### config.mk
export PLATFORM = sky130hd
export DESIGN_NAME = core_sequencer
export DESIGN_NICKNAME = d
export VERILOG_FILES = /design/src/rtl/core_sequencer.sv
export SDC_FILE = /design/constraint.sdc
export NUM_CORES = 1
export LEC_CHECK = 0
export BUFFER_PORTS_ARGS = -buffer_cell sky130_fd_sc_hd__buf_2
export CAP_MARGIN = 20
export CORE_ASPECT_RATIO = 1.2
export CORE_MARGIN = 1.5
export CORE_UTILIZATION = 50
export CTS_BUF_LIST = sky130_fd_sc_hd__clkbuf_4 sky130_fd_sc_hd__clkbuf_8 sky130_fd_sc_hd__clkbuf_16
export DETAILED_ROUTE_END_ITERATION = 10
export PLACE_DENSITY = 0.75
export SYNTH_ARGS = -nofsm -noshare
export SYNTH_HDL_FRONTEND = slang
export SYNTH_SLANG_ARGS = --single-unit
export TNS_END_PERCENT = 50
### constraint.sdc
create_clock -name clk -period 8 [get_ports clk]
set_clock_uncertainty 0.2 [all_clocks]
set_input_delay 0.8 -clock clk [delete_from_list [all_inputs] [get_ports clk]]
set_output_delay 0.8 -clock clk [all_outputs]
set_load 0.05 [all_outputs]
### src/rtl/core_sequencer.sv
`default_nettype none
// ============================================================================
// Module      : core_sequencer
// Description : Multi-cycle RV32I control FSM (fetch/decode/exec/mem/wb),
//               owning pc, ir and instret. Optional macro: TRAP_ILLEGAL_EN.
// Revision    : 1.0 - initial release
// ============================================================================
module core_sequencer #(
  parameter logic [31:0] RESET_PC = 32'h0000_0000
`ifdef TRAP_ILLEGAL_EN
  ,
  parameter logic [31:0] TRAP_VECTOR = 32'h0000_0100
`endif
) (
  input  logic        clk,
  input  logic        rst,
  output logic        imem_req,
  output logic [31:0] imem_addr,
  input  logic        imem_ready,
  input  logic [31:0] imem_rdata,
  output logic [31:0] ir,
  output logic        decode_en,
  output logic        alu_en,
  input  logic [31:0] alu_result,
  input  logic        branch_taken,
  output logic        dmem_req,
  output logic        dmem_we,
  input  logic        dmem_ready,
  output logic        rf_we,
  output logic [1:0]  rf_wsel,
  output logic [31:0] pc,
  output logic        retire,
  output logic [31:0] instret,
  output logic        illegal_insn
);

  localparam logic [6:0]  c_OPC_LOAD   = 7'b0000011;
  localparam logic [6:0]  c_OPC_STORE  = 7'b0100011;
  localparam logic [6:0]  c_OPC_BRANCH = 7'b1100011;
  localparam logic [6:0]  c_OPC_LUI    = 7'b0110111;
  localparam logic [6:0]  c_OPC_AUIPC  = 7'b0010111;
  localparam logic [6:0]  c_OPC_OP_IMM = 7'b0010011;
  localparam logic [6:0]  c_OPC_OP     = 7'b0110011;
  localparam logic [6:0]  c_OPC_JAL    = 7'b1101111;
  localparam logic [6:0]  c_OPC_JALR   = 7'b1100111;
  localparam logic [31:0] c_NOP        = 32'h0000_0013;

  typedef enum logic [2:0] {
    S_IDLE   = 3'd0,
    S_FETCH  = 3'd1,
    S_DECODE = 3'd2,
    S_EXEC   = 3'd3,
    S_MEM    = 3'd4,
    S_WB     = 3'd5
`ifdef TRAP_ILLEGAL_EN
    ,
    S_TRAP   = 3'd6
`endif
  } state_e;

  state_e      state_q, state_d;
  logic [31:0] pc_q, pc_d;
  logic [31:0] ir_q, ir_d;
  logic [31:0] instret_q;

  logic [6:0]  w_opcode;
  logic [31:0] w_imm_b;
  logic [31:0] w_imm_j;
  logic [31:0] w_pc_plus4;

  assign w_opcode   = ir_q[6:0];
  assign w_imm_b    = {{19{ir_q[31]}}, ir_q[31], ir_q[7], ir_q[30:25], ir_q[11:8], 1'b0};
  assign w_imm_j    = {{11{ir_q[31]}}, ir_q[31], ir_q[19:12], ir_q[20], ir_q[30:21], 1'b0};
  assign w_pc_plus4 = pc_q + 32'd4;

  assign imem_addr = pc_q;
  assign pc        = pc_q;
  assign ir        = ir_q;
  assign instret   = instret_q;

  // All strobes and requests decode from state so an async reset drops them at once.
  always_comb begin
    state_d      = state_q;
    pc_d         = pc_q;
    ir_d         = ir_q;
    imem_req     = 1'b0;
    decode_en    = 1'b0;
    alu_en       = 1'b0;
    dmem_req     = 1'b0;
    dmem_we      = 1'b0;
    rf_we        = 1'b0;
    rf_wsel      = 2'b00;
    retire       = 1'b0;
    illegal_insn = 1'b0;
    case (state_q)
      S_IDLE: state_d = S_FETCH;
      S_FETCH: begin
        imem_req = 1'b1;
        if (imem_ready) begin
          ir_d    = imem_rdata;
          state_d = S_DECODE;
        end
      end
      S_DECODE: begin
        decode_en = 1'b1;
        state_d   = S_EXEC;
      end
      S_EXEC: begin
        alu_en = 1'b1;
        case (w_opcode)
          c_OPC_LOAD, c_OPC_STORE: state_d = S_MEM;
          c_OPC_BRANCH: begin
            state_d = S_FETCH;
            pc_d    = branch_taken ? (pc_q + w_imm_b) : w_pc_plus4;
            retire  = 1'b1;
          end
          c_OPC_LUI, c_OPC_AUIPC, c_OPC_OP_IMM, c_OPC_OP,
          c_OPC_JAL, c_OPC_JALR: state_d = S_WB;
          default: begin
`ifdef TRAP_ILLEGAL_EN
            state_d = S_TRAP;
`else
            state_d = S_FETCH;
            pc_d    = w_pc_plus4;
            retire  = 1'b1;
`endif
          end
        endcase
      end
      S_MEM: begin
        dmem_req = 1'b1;
        dmem_we  = (w_opcode == c_OPC_STORE);
        if (dmem_ready) begin
          if (w_opcode == c_OPC_STORE) begin
            state_d = S_FETCH;
            pc_d    = w_pc_plus4;
            retire  = 1'b1;
          end else begin
            state_d = S_WB;
          end
        end
      end
      S_WB: begin
        rf_we   = 1'b1;
        retire  = 1'b1;
        state_d = S_FETCH;
        case (w_opcode)
          c_OPC_LOAD: begin
            rf_wsel = 2'b01;
            pc_d    = w_pc_plus4;
          end
          c_OPC_JAL: begin
            rf_wsel = 2'b10;
            pc_d    = pc_q + w_imm_j;
          end
          c_OPC_JALR: begin
            rf_wsel = 2'b10;
            pc_d    = alu_result & 32'hFFFF_FFFE;
          end
          default: begin
            rf_wsel = 2'b00;
            pc_d    = w_pc_plus4;
          end
        endcase
      end
`ifdef TRAP_ILLEGAL_EN
      S_TRAP: begin
        illegal_insn = 1'b1;
        pc_d         = TRAP_VECTOR;
        state_d      = S_FETCH;
      end
`endif
      default: state_d = S_IDLE;
    endcase
  end

  always_ff @(posedge clk or posedge rst) begin
    if (rst) begin
      state_q   <= S_IDLE;
      pc_q      <= RESET_PC;
      ir_q      <= c_NOP;
      instret_q <= 32'd0;
    end else begin
      state_q <= state_d;
      pc_q    <= pc_d;
      ir_q    <= ir_d;
      if (retire) begin
        instret_q <= instret_q + 32'd1;
      end
    end
  end

endmodule
`default_nettype wire

Yosys cells after proc, flatten, opt, wreduce, memory -nomap -nowiden
Index checks and enable logic that the tools add are counted.

Flip-flop bits (word level): 99. Input port bits: 69. Output and inout bits: 138. Logic and storage cells: 59.

Add/subtract/negate cells: 4. Eq/ne operators: 18. Mux-type cells: 23. Reductions and logical operators: 10.

Operator list (count): 32-bit one-hot mux with 2 select lines (2); 32-bit 2-to-1 mux (3); 32-bit one-hot mux with 3 select lines (1); 32-bit adder (2); 32-bit by 1-bit adder with 32-bit output, second input constant (1); 32-bit by 3-bit adder with 32-bit output, second input constant (1); 7-bit by 6-bit equality test with 1-bit output, second input constant (3); 7-bit equality test, second input constant (3); 3-bit one-hot mux with 5 select lines (1); 7-bit by 5-bit equality test with 1-bit output, second input constant (2); 1-bit 2-to-1 mux (9); 3-bit 2-to-1 mux (3); 2-bit inequality test, second input constant (4); 8-bit OR reduction (1); 7-bit by 2-bit equality test with 1-bit output, second input constant (1); 3-bit by 2-bit equality test with 1-bit output, second input constant (2); 3-bit equality test, second input constant (2); 3-bit one-hot mux with 2 select lines (1); 2-bit OR reduction (3); 6-bit OR reduction (1); 2-bit one-hot mux with 2 select lines (1); 2-bit AND reduction (2); 4-bit AND reduction (1); 3-bit by 1-bit equality test with 1-bit output, second input constant (1); other kinds (4) (4).

Logic depth before layout (Yosys ltp)
Word-level depth: 4. Depth in mapped cells: 11. Mapped depth without buffers: 10.

Worst setup path before layout
No wires, ideal clock.

Path kind: register to output. Start: reg ir_q[0] (netlist: ir[0]). End: out rf_wsel[0]. Data arrival time: 2.695 ns. Required time: 7.000 ns. Setup slack: 4.305 ns. Stages on the path, launching flop included: 4. Path buffers: 0. Cells stage by stage: dfstp_2 > or4bb_1 > nor3_1 > nor3b_1.

Word-level cells in the longest chain between the ends: 4. Elaborated cells between the ends (all ways): 6. Classes of those cells: eq/ne: 3; mux: 2; reduce/logical: 1.

Ends and longest elaborated chain: from (decl) (RTL line 63) `logic [31:0] ir_q, ir_d;`; from (signal assigned) (RTL line 181) `ir_q <= c_NOP;`; from (signal assigned) (RTL line 186) `ir_q <= ir_d;`; 7-bit equality test (RTL line 147) `case (w_opcode)`; 2-bit OR reduction (no source line); 2-bit one-hot mux with 2 select lines * (RTL line 147); 2-bit 2-to-1 mux * (RTL line 95) `case (state_q)`; to (decl) (RTL line 30) `output logic [1:0] rf_wsel,`.

Every way passes the cells marked *; elsewhere a longest branch is shown, timed or not.

Final worst setup path
Start: reg ir_q[3] (netlist: ir[3]). End: out retire.

Word-level cells in the longest chain between the ends: 4. Elaborated cells between the ends (all ways): 13. Classes of those cells: eq/ne: 8; mux: 4; reduce/logical: 1.

Ends and longest elaborated chain: 7-bit by 6-bit equality test with 1-bit output, or another cell as far along (RTL line 110, 134); 8-bit OR reduction (no source line) / 1-bit 2-to-1 mux (equally long branches); 1-bit 2-to-1 mux (on tied branches) (RTL line 110, 133); 1-bit one-hot mux with 3 select lines * (RTL line 95); to (decl) (RTL line 32) `output logic retire,`.

Marks and branches as above.

==> results.sh <==
export IMPL_synthesis_area_sq_mm=0.00857
export IMPL_antenna_found_initial=0
export IMPL_root_buffer="clkbuf_16"
export IMPL_hold_path_class="reg2reg"
export IMPL_netlist_instances=1036
export IMPL_synth_top_area_cell="dfrtp_1"
export IMPL_dp_cells=1386
export IMPL_start_util_pct=50.8
export IMPL_status="complete, no violations"
export IMPL_grt_setup_unrepaired="false"
export IMPL_core_area_sq_mm=0.0169
export IMPL_grt_max_degree=59
export IMPL_routed_via_density=6.30
export IMPL_multi_input_area_sq_mm=0.00559
export IMPL_post_cts_resized=0
export IMPL_drt_total_wl_um=27100
export IMPL_fmax_ghz=0.252
export IMPL_synth_avg_cell_area_sq_um=8.27
export IMPL_hold_viol_final=0
export IMPL_worstMarginPinSlew_ns=1.06
export IMPL_grt_ovfl_total=0
export IMPL_drv_cap=0
export IMPL_io_pin_count=207
export IMPL_yosysMostFrequentCell="dfrtp_1"
export IMPL_power_density_mw_per_mm2=472
export IMPL_synthSimpleGateAreaFrac_pct=21.5
export IMPL_synth_edf_count=0
export IMPL_arrival_ns=2.97
export IMPL_cts_setup_buffers=0
export IMPL_gp_congestion=0.946
export IMPL_cts_tree="done"
export IMPL_ys_seq_elements=98
export IMPL_fin_ws_ns=4.03
export IMPL_required_ns=7.00
export IMPL_track_usage_pct=30.3
export IMPL_portBuffers=202
export IMPL_hold_depth=1
export IMPL_p_leak_nw=4.33
export IMPL_ys_types=77
export IMPL_setup_tns_ns=0
export IMPL_final_cells=1402
export IMPL_synth_area_top_cells="dfrtp_1 (28%), ha_1 (6.6%), xnor2_1 (4.6%)"
export IMPL_ant_nets=0
export IMPL_synthMuxAreaShare_pct=4.91
export IMPL_die_y_um=146
export IMPL_area_growth_pct=14.0
export IMPL_dp_hpwl_um=20100
export IMPL_crit_type="reg2out"
export IMPL_route_detailed_drc=0
export IMPL_fillers=1583
export IMPL_synth_ff_type="dfrtp_1"
export IMPL_final_max_slew_viol_count=0
export IMPL_pre_cts_slack_ns=4.15
export IMPL_synth_adder_area_share_pct=7.04
export IMPL_report_final_setup_viol=0
export IMPL_ys_warn_count=0
export IMPL_grt_pass1_wl_um=43000
export IMPL_rows=52
export IMPL_worstPathMaxFanout=41
export IMPL_timing_slew_headroom_pct=29.4
export IMPL_fin_nets=1297
export IMPL_clock_sinks=98
export IMPL_synth_xor_area_share_pct=8.67
export IMPL_worstSetupStartpointType="flop"
export IMPL_worst_r2r_cell_count=9
export IMPL_grt_pass1_vias=8242
export IMPL_dr_total_vias=8833
export IMPL_clk_pin_slew_worst_paths_ns=0.07
export IMPL_finalCritPeriodShare_pct=49.6
export IMPL_synth_top_family_by_area="compound AO/OA/AOI/OAI gates"
export IMPL_antenna_cells=0
export IMPL_ir_drop_v=0.000337
export IMPL_drive_above_1_share_pct=23.9
export IMPL_synth_common_cells="dfrtp_1 (95), nand2_1 (90), nor2_1 (84)"
export IMPL_die_x_um=123
export IMPL_yosysSeqAreaShare_pct=28.7
export IMPL_hold_buffers=0
export IMPL_insertion_delay_ns=0.37
export IMPL_firstDrtPassIters=7
export IMPL_wl_per_cell_um=19.3
export IMPL_synth_compound_area_share_pct=22.9
export IMPL_seqCellArea_sq_mm=0.00246
export IMPL_synthDominantCellAreaShare_pct=27.7
export IMPL_dieArea_sq_mm=0.0179
export IMPL_utilization_pct=58.0
export IMPL_h_tree_depth=3
export IMPL_period_needed_ns=3.97
export IMPL_cts_made_buffers=9
export IMPL_async_flop_share_pct=100
export IMPL_endpoint_kind="output pin"
export IMPL_clockBufferDepth=2
export IMPL_drt_initial_drc_count=779
## area by class of cell
cell class	instances	area share, %
Tap cell	216	2.77
Clock inverter	6	0.487
Inverter	21	0.832
Timing Repair Buffer	213	11.2
Clock buffer	10	2.38
Multi-Input combinational cell	838	57.2
Sequential cell	98	25.1
## state kept, by name (all words and copies together) (netlist names)
name	count
instret	32
imem_addr	31
state_q	3
ir	32
## worst paths after layout
| kind | start | to | slack [ns] |
|---|---|---|---|
| setup / recovery | ir[3] | retire | 4.03 |
| hold / removal | instret[31] | instret[31] | 0.27 |
| setup reg to reg | ir[31] | imem_addr[29] | 4.07 |
| hold reg to reg | instret[31] | instret[31] | 0.27 |
| max in group asynchronous | rst | imem_addr[12] | 6.11 |
| min in group asynchronous | rst | instret[11] | 0.28 |
## per-layer routing
metal	GRT usage, %	vias up	wire (um)
li1	-	4123	-
met1	39.0	4179	10900
met2	50.2	439	13000
met3	4.22	92	2000
met4	13.2	0	1140
met5	0	-	0
## cell usage in the layout (no fill, tap or decap), types with 10 or more instances in the layout
| cell | netlist | layout |
|---|---|---|
| a211oi_1 | 11 | 11 |
| a21o_1 | 20 | 20 |
| a21oi_1 | 78 | 78 |
| a221oi_1 | 12 | 12 |
| a31oi_1 | 17 | 17 |
| and3_1 | 16 | 16 |
| buf_2 | 8 | 202 |
| buf_4 | 34 | 11 |
| dfrtp_1 | 95 | 95 |
| ha_1 | 45 | 45 |
| inv_1 | 21 | 20 |
| mux2_2 | 32 | 32 |
| nand2_1 | 90 | 90 |
| nand3_1 | 44 | 44 |
| nand4_1 | 27 | 27 |
| nor2_1 | 84 | 83 |
| nor3_1 | 25 | 24 |
| o211ai_1 | 10 | 10 |
| o21a_1 | 10 | 10 |
| o21ai_0 | 68 | 68 |
| xnor2_1 | 45 | 45 |
| xor2_1 | 38 | 38 |
## through the flow
| step | instance area, sq um | hold WS [ns] | power (W) |
|---|---|---|---|
| global placement | 9480 | 0.251 | 0.00409 |
| detailed placement | 9490 | 0.267 | 0.00413 |
| CTS | 9770 | 0.280 | 0.00458 |
| global route | 9770 | 0.302 | 0.00492 |
| floorplan | 8580 | 0.340 | 0.00344 |
| finish | 9770 | 0.271 | 0.00461 |
## cells by family (layout without fill, tap and decap cells)
kind of cell,count (synthesis),after routing
other cells,1,3
flops,98,98
simple gates,364,364
mux,38,38
buf+inv,102,250
compound gates,302,302
fa+ha+maj,47,47
xor+xnor,84,84
## critical path, cell delays in order (launching register included)
cell and delay [ns]:
dfrtp_1 0.57, or4bb_1 0.62, o221ai_1 0.35, o21a_1 0.23, buf_4 0.45, inv_1 0.13, buf_2 0.24
## power breakdown
group | internal (W) | switching (W) | total [W]
Sequential | 0.000652 | 0.000288 | 0.000940
Combinational | 0.00105 | 0.00219 | 0.00324
Clock | 0.000219 | 0.000217 | 0.000436
Total | 0.00192 | 0.00270 | 0.00461
(Power assumes the default switching activity.)
